==> src/rtl/pll_drp_ctrl.sv <==
// PLL dynamic-reconfiguration controller.
// Applies a host-supplied list of masked read-modify-write operations to the
// PLLE2_ADV DRP port. The PLL is held in reset while the list runs. After the
// last entry the reset is released, the controller waits for lock, and it
// reports the outcome with a one-cycle done pulse and a sticky result code.
module pll_drp_ctrl #(
  parameter int DRDY_TIMEOUT = 64,
  parameter int LOCK_TIMEOUT = 65536,
  parameter int LOCK_BLANK   = 4
) (
  input  logic        clk,
  input  logic        rst,
  input  logic        req_valid,
  output logic        req_ready,
  input  logic [6:0]  req_addr,
  input  logic [15:0] req_mask,
  input  logic [15:0] req_data,
  input  logic        req_last,
  output logic [6:0]  drp_daddr,
  output logic        drp_den,
  output logic        drp_dwe,
  output logic [15:0] drp_di,
  input  logic [15:0] drp_do,
  input  logic        drp_drdy,
  output logic        pll_rst,
  input  logic        pll_locked,
  output logic        busy,
  output logic        done,
  output logic [1:0]  err
);

  // One counter serves both the DRDY wait and the lock wait, so it is sized
  // for the longer of the two limits.
  localparam int CNT_MAX = (LOCK_TIMEOUT > DRDY_TIMEOUT) ? LOCK_TIMEOUT : DRDY_TIMEOUT;
  localparam int CW      = $clog2(CNT_MAX + 1);
  localparam logic [CW-1:0] DRDY_LIM  = CW'(DRDY_TIMEOUT - 1);
  localparam logic [CW-1:0] LOCK_LIM  = CW'(LOCK_TIMEOUT - 1);
  localparam logic [CW-1:0] BLANK_LIM = CW'(LOCK_BLANK);

  localparam logic [1:0] ERR_OK   = 2'd0;
  localparam logic [1:0] ERR_DRDY = 2'd1;
  localparam logic [1:0] ERR_LOCK = 2'd2;

  typedef enum logic [2:0] {
    IDLE, RD, RD_WAIT, WR, WR_WAIT, NEXT, LOCK_WAIT
  } state_t;

  state_t        state_q, state_d;
  logic [15:0]   mask_q, mask_d;
  logic [15:0]   data_q, data_d;
  logic          last_q, last_d;
  logic [CW-1:0] cnt_q, cnt_d;
  logic          lock_meta_q, lock_meta_d;
  logic          lock_sync_q, lock_sync_d;
  logic          req_ready_q, req_ready_d;
  logic          drp_den_q, drp_den_d;
  logic          drp_dwe_q, drp_dwe_d;
  logic [6:0]    drp_daddr_q, drp_daddr_d;
  logic [15:0]   drp_di_q, drp_di_d;
  logic          pll_rst_q, pll_rst_d;
  logic          busy_q, busy_d;
  logic          done_q, done_d;
  logic [1:0]    err_q, err_d;
  logic          accept;

  // req_ready is registered, so acceptance uses the value the host sees.
  assign accept = req_valid & req_ready_q;

  // Next-state and registered-output computation. Outputs are decoded from
  // the next state so each registered output matches the state it belongs to.
  always_comb begin
    state_d     = state_q;
    mask_d      = mask_q;
    data_d      = data_q;
    last_d      = last_q;
    cnt_d       = cnt_q;
    drp_daddr_d = drp_daddr_q;
    drp_di_d    = drp_di_q;
    pll_rst_d   = pll_rst_q;
    err_d       = err_q;
    done_d      = 1'b0;
    lock_meta_d = pll_locked;
    lock_sync_d = lock_meta_q;

    case (state_q)
      IDLE: begin
        if (accept) begin
          drp_daddr_d = req_addr;
          mask_d      = req_mask;
          data_d      = req_data;
          last_d      = req_last;
          err_d       = ERR_OK;
          pll_rst_d   = 1'b1;
          state_d     = RD;
        end
      end
      RD: begin
        cnt_d   = '0;
        state_d = RD_WAIT;
      end
      RD_WAIT: begin
        // drdy is checked first so a same-cycle response beats the timeout.
        if (drp_drdy) begin
          drp_di_d = (drp_do & mask_q) | (data_q & ~mask_q);
          state_d  = WR;
        end else if (cnt_q == DRDY_LIM) begin
          pll_rst_d = 1'b0;
          done_d    = 1'b1;
          err_d     = ERR_DRDY;
          state_d   = IDLE;
        end else begin
          cnt_d = cnt_q + 1'b1;
        end
      end
      WR: begin
        cnt_d   = '0;
        state_d = WR_WAIT;
      end
      WR_WAIT: begin
        if (drp_drdy) begin
          if (last_q) begin
            pll_rst_d = 1'b0;
            cnt_d     = '0;
            state_d   = LOCK_WAIT;
          end else begin
            state_d = NEXT;
          end
        end else if (cnt_q == DRDY_LIM) begin
          pll_rst_d = 1'b0;
          done_d    = 1'b1;
          err_d     = ERR_DRDY;
          state_d   = IDLE;
        end else begin
          cnt_d = cnt_q + 1'b1;
        end
      end
      NEXT: begin
        // No timeout here: the PLL stays in reset until the host finishes.
        if (accept) begin
          drp_daddr_d = req_addr;
          mask_d      = req_mask;
          data_d      = req_data;
          last_d      = req_last;
          state_d     = RD;
        end
      end
      LOCK_WAIT: begin
        // A lock left over from before the reset release is masked out by
        // the blanking window; a real lock wins over a same-cycle timeout.
        if ((cnt_q >= BLANK_LIM) && lock_sync_q) begin
          done_d  = 1'b1;
          err_d   = ERR_OK;
          state_d = IDLE;
        end else if (cnt_q == LOCK_LIM) begin
          done_d  = 1'b1;
          err_d   = ERR_LOCK;
          state_d = IDLE;
        end else begin
          cnt_d = cnt_q + 1'b1;
        end
      end
      default: begin
        state_d = IDLE;
      end
    endcase

    req_ready_d = (state_d == IDLE) || (state_d == NEXT);
    drp_den_d   = (state_d == RD) || (state_d == WR);
    drp_dwe_d   = (state_d == WR);
    busy_d      = (state_d != IDLE);
  end

  // State, datapath and output registers with synchronous reset.
  always_ff @(posedge clk) begin
    if (rst) begin
      state_q     <= IDLE;
      mask_q      <= '0;
      data_q      <= '0;
      last_q      <= 1'b0;
      cnt_q       <= '0;
      lock_meta_q <= 1'b0;
      lock_sync_q <= 1'b0;
      req_ready_q <= 1'b1;
      drp_den_q   <= 1'b0;
      drp_dwe_q   <= 1'b0;
      drp_daddr_q <= '0;
      drp_di_q    <= '0;
      pll_rst_q   <= 1'b0;
      busy_q      <= 1'b0;
      done_q      <= 1'b0;
      err_q       <= ERR_OK;
    end else begin
      state_q     <= state_d;
      mask_q      <= mask_d;
      data_q      <= data_d;
      last_q      <= last_d;
      cnt_q       <= cnt_d;
      lock_meta_q <= lock_meta_d;
      lock_sync_q <= lock_sync_d;
      req_ready_q <= req_ready_d;
      drp_den_q   <= drp_den_d;
      drp_dwe_q   <= drp_dwe_d;
      drp_daddr_q <= drp_daddr_d;
      drp_di_q    <= drp_di_d;
      pll_rst_q   <= pll_rst_d;
      busy_q      <= busy_d;
      done_q      <= done_d;
      err_q       <= err_d;
    end
  end

  assign req_ready = req_ready_q;
  assign drp_den   = drp_den_q;
  assign drp_dwe   = drp_dwe_q;
  assign drp_daddr = drp_daddr_q;
  assign drp_di    = drp_di_q;
  assign pll_rst   = pll_rst_q;
  assign busy      = busy_q;
  assign done      = done_q;
  assign err       = err_q;

endmodule
==> config.mk <==
export PLATFORM = sky130hd
export DESIGN_NAME = pll_drp_ctrl
export DESIGN_NICKNAME = d
export VERILOG_FILES = /design/src/rtl/pll_drp_ctrl.sv
export SDC_FILE = /design/constraint.sdc
export NUM_CORES = 1
export LEC_CHECK = 0
export CORE_MARGIN = 2
export CORE_UTILIZATION = 38
export CTS_CLUSTER_DIAMETER = 120
export DETAILED_ROUTE_END_ITERATION = 16
export HOLD_SLACK_MARGIN = 0.12
export PLACE_DENSITY = 0.61
export SYNTH_ARGS = -nofsm -noshare
export SYNTH_HDL_FRONTEND = slang
export SYNTH_SLANG_ARGS = --single-unit
==> constraint.sdc <==
create_clock -name clk -period 8.01 [get_ports clk]
set_input_delay 0.801 -clock clk [delete_from_list [all_inputs] [get_ports clk]]
set_output_delay 0.801 -clock clk [all_outputs]
set_load 0.01 [all_outputs]
==> impl_metrics.toml <==
[worst_setup_path]
cp_slowest_cell = "or4_1"
rr_worst_depth = 12
start_kind = "flip-flop"
worstSetupEndpoint = "cnt_q[15]"
cp_data_required_time_ps = 8300
startpoint = "cnt_q[0]"
worstPathArrival_ps = 3680
crit_path_max_fanout = 20
path_cells = "ha_1, and3_1, and3_1, nand2_1, nor2_1, ha_1, or4_1, nor4_1, o221ai_1, buf_4, or4_1, a21oi_1"
rr_startpoint = "cnt_q[0]"
crit_type = "flip-flop to flip-flop"
critPathMaxStageDelay_ps = 510
worst_setup_path_end_kind = "flip-flop"
reg2reg_slack_ps = 4610
r2r-end = "cnt_q[15]"

[floorplanning]
start_util_pct = 39.1
die_width_um = 104
die-area_um2 = 10800
die_h_um = 104
row_count = 36
pin_count = 92
core_area_um2 = 9730

[power_and_ir_drop]
power_density_nw_per_um2 = 223
p_leak_nw = 1.71
clkPwrFrac_pct = 30.6
switching_power_w = 0.000342
combPwrFrac_pct = 24.0
p_seq_share_pct = 45.3
vdd_drop_max_v = 0.000126
switching_share_pct = 30.6
p_int_w = 0.000776

[synth]
ys_seq_elements = 86
synth.top_cells.by_count = "94 x nand2_1, 86 x dfxtp_1, 59 x a21oi_1, 33 x nor2_1, 31 x clkbuf_1"
ys_warn_count = 0
avgSynthCellArea_um2 = 8.10
async_flop_share_pct = 0
synth-edff-count = 0
synthDistinctLibCells = 51
synth.yosys.seq_area_share_pct = 45.2
synth_cells = 470
yosys.area.top_type_share_pct = 45.2
ys_top_cells_by_area = "dfxtp_1 45%, nand2_1 9.3%, a21oi_1 7.8%, mux2i_1 4.2%, a211oi_1 3.7%"
synthesis.area_um2 = 3810
yosys.area.top_type = "dfxtp_1"
synth_flop_cell = "dfxtp_1"
synth_nets = 535
synth.most_common_cell = "nand2_1"

[timing]
slew_violations = 0
finalHoldViolCount = 0
fmax_mhz = 294
tightestPinTransition_ps = 894
setup_viol = 0
finalSetupTns_ps = 0
setup_ws_ps = 4610
rsz0062_at_grt = "false"
fin_skew_ps = 10.7
max_slew_margin_pct = 40.4
min_period_ps = 3400
finalCritPeriodShare_pct = 42.4

[cts]
htree_levels = 3
cts_setup_buffers = 0
clock_latency_ps = 360
clk_pin_slew_ps = 90
cts_resized = 0
clock_path_buffers = 2
numCtsBuffers = 9
hold_buffers = 0
cts.sinks = 86
clock-root-buffer = "clkbuf_8"
cts_tree = "built"

[cells_and_area]
drive_gt1_share_pct = 5.47
multi_input_area_um2 = 1930
seq_area_um2 = 1720
area_growth_pct = 31.7
final_nets = 608
utilization_pct = 51.6
nFillCells = 996
antennaDiodeCount = 0

[placement]
dpl_worst_slack_ps = 4640
dp_hpwl_um = 6350
gp_congestion = 0.787
port_buffers = 91

[routing]
vias_per_cell = 5.21
totalWireLength_um = 9690
ant_nets = 0
post_drt_wl_per_cell_um = 14.2
initialDrtViolationCount = 132
drc_errors = 0
drt_pre_antenna_iters = 4
via_count = 3545

[global_route]
grt_antenna_before_repair = 0
grt_use_total_pct = 17.8
grt_pass1_vias = 3339
overflow = 0
grt_max_degree = 83
grt_pass1_wl_um = 15800

[run_status]
status = "complete, no violations"

[min_path]
hp-class = "flip-flop to flip-flop"

[job]
drv_cap = 0
worst min path at each step:
| stage | start | end | slack (ps) | cells past startpoint |
|---|---|---|---|---|
| global placement | lock_meta_q | lock_sync_q | 430 | 1 |
| floorplan | lock_meta_q | lock_sync_q | 410 | 1 |
| CTS | lock_meta_q | lock_sync_q | 450 | 1 |
| global route | lock_meta_q | lock_sync_q | 460 | 1 |
| finish | lock_meta_q | lock_sync_q | 440 | 1 |
| detailed placement | lock_meta_q | lock_sync_q | 430 | 1 |
registers in the layout (all words and copies together), names as in the netlist:
signal and flops:
data_q 16, lock_sync_q 1, drp_daddr 7, state_q 3, busy 1, drp_di 16, req_ready 1, drp_dwe 1
cnt_q 17, err 2, drp_den 1, pll_rst 1, done 1, lock_meta_q 1, mask_q 16, last_q 1
cells in the final DEF (no fill, tap or decap), types with 9 or more instances in the layout:
master / instances
nand2_1: 94
clkdlybuf4s50_1: 90
dfxtp_1: 86
a21oi_1: 59
nor2_1: 33
a211oi_1: 19
mux2i_1: 16
o21ai_0: 16
nor2b_1: 12
or4_1: 9
clkbuf_8: 9
power groups by stage:
stage	registers (W)	clock network, W	logic, W
CTS	0.000507	0.000354	0.000272
detailed placement	0.000516	0	0.000271
finish	0.000507	0.000343	0.000269
floorplan	0.000512	0	0.000162
global route	0.000514	0.000372	0.000298
global placement	0.000515	0	0.000267
stage by stage:
stage                     instances  instance area [um^2]  power (W)  hold WS (ps)
after floorplan                 470                  3810   0.000674           414
after global placement          665                  4790   0.000782           429
after detailed placement        665                  4790   0.000787           431
after CTS                       681                  5020    0.00113           448
after global routing            681                  5020    0.00118           464
final                           681                  5020    0.00112           442
routing by layer:
metal | vias to the layer above | global-route usage, % | wire [um]
met3 | 8 | 6.64 | 696
li1 | 1802 | - | -
met2 | 84 | 27.8 | 4430
met5 | - | 0 | 0
met1 | 1651 | 22.6 | 4480
met4 | 0 | 6.18 | 86
critical path, delay by kind of cell (launching register included):
| kind | cells | cell delay (ps) |
|---|---|---|
| compound gates | 2 | 330 |
| fa+ha+maj | 2 | 470 |
| buf+inv | 1 | 220 |
| simple gates | 7 | 1950 |
| flops | 1 | 360 |
logic make-up after synthesis:
family                     Yosys count  share of synthesized area [%]
DFF                                 86                           45.2
xor gates and xnor gates             2                          0.460
and+or+nand+nor                    192                           23.7
AOI/OAI and AO/OA                  129                           20.8
buffers and inverters               41                           4.27
adders and majority gates            4                           1.31
muxes                               16                           4.21
final cells by class:
cell class | instances | area share (%)
flip-flops and latches | 86 | 34.3
clock inverters | 6 | 1.87
well taps | 133 | 3.32
clock buffers | 10 | 2.54
repair buffers | 97 | 19.0
multi-input cells | 343 | 38.5
inverters | 6 | 0.449
(Power assumes the default switching activity.)
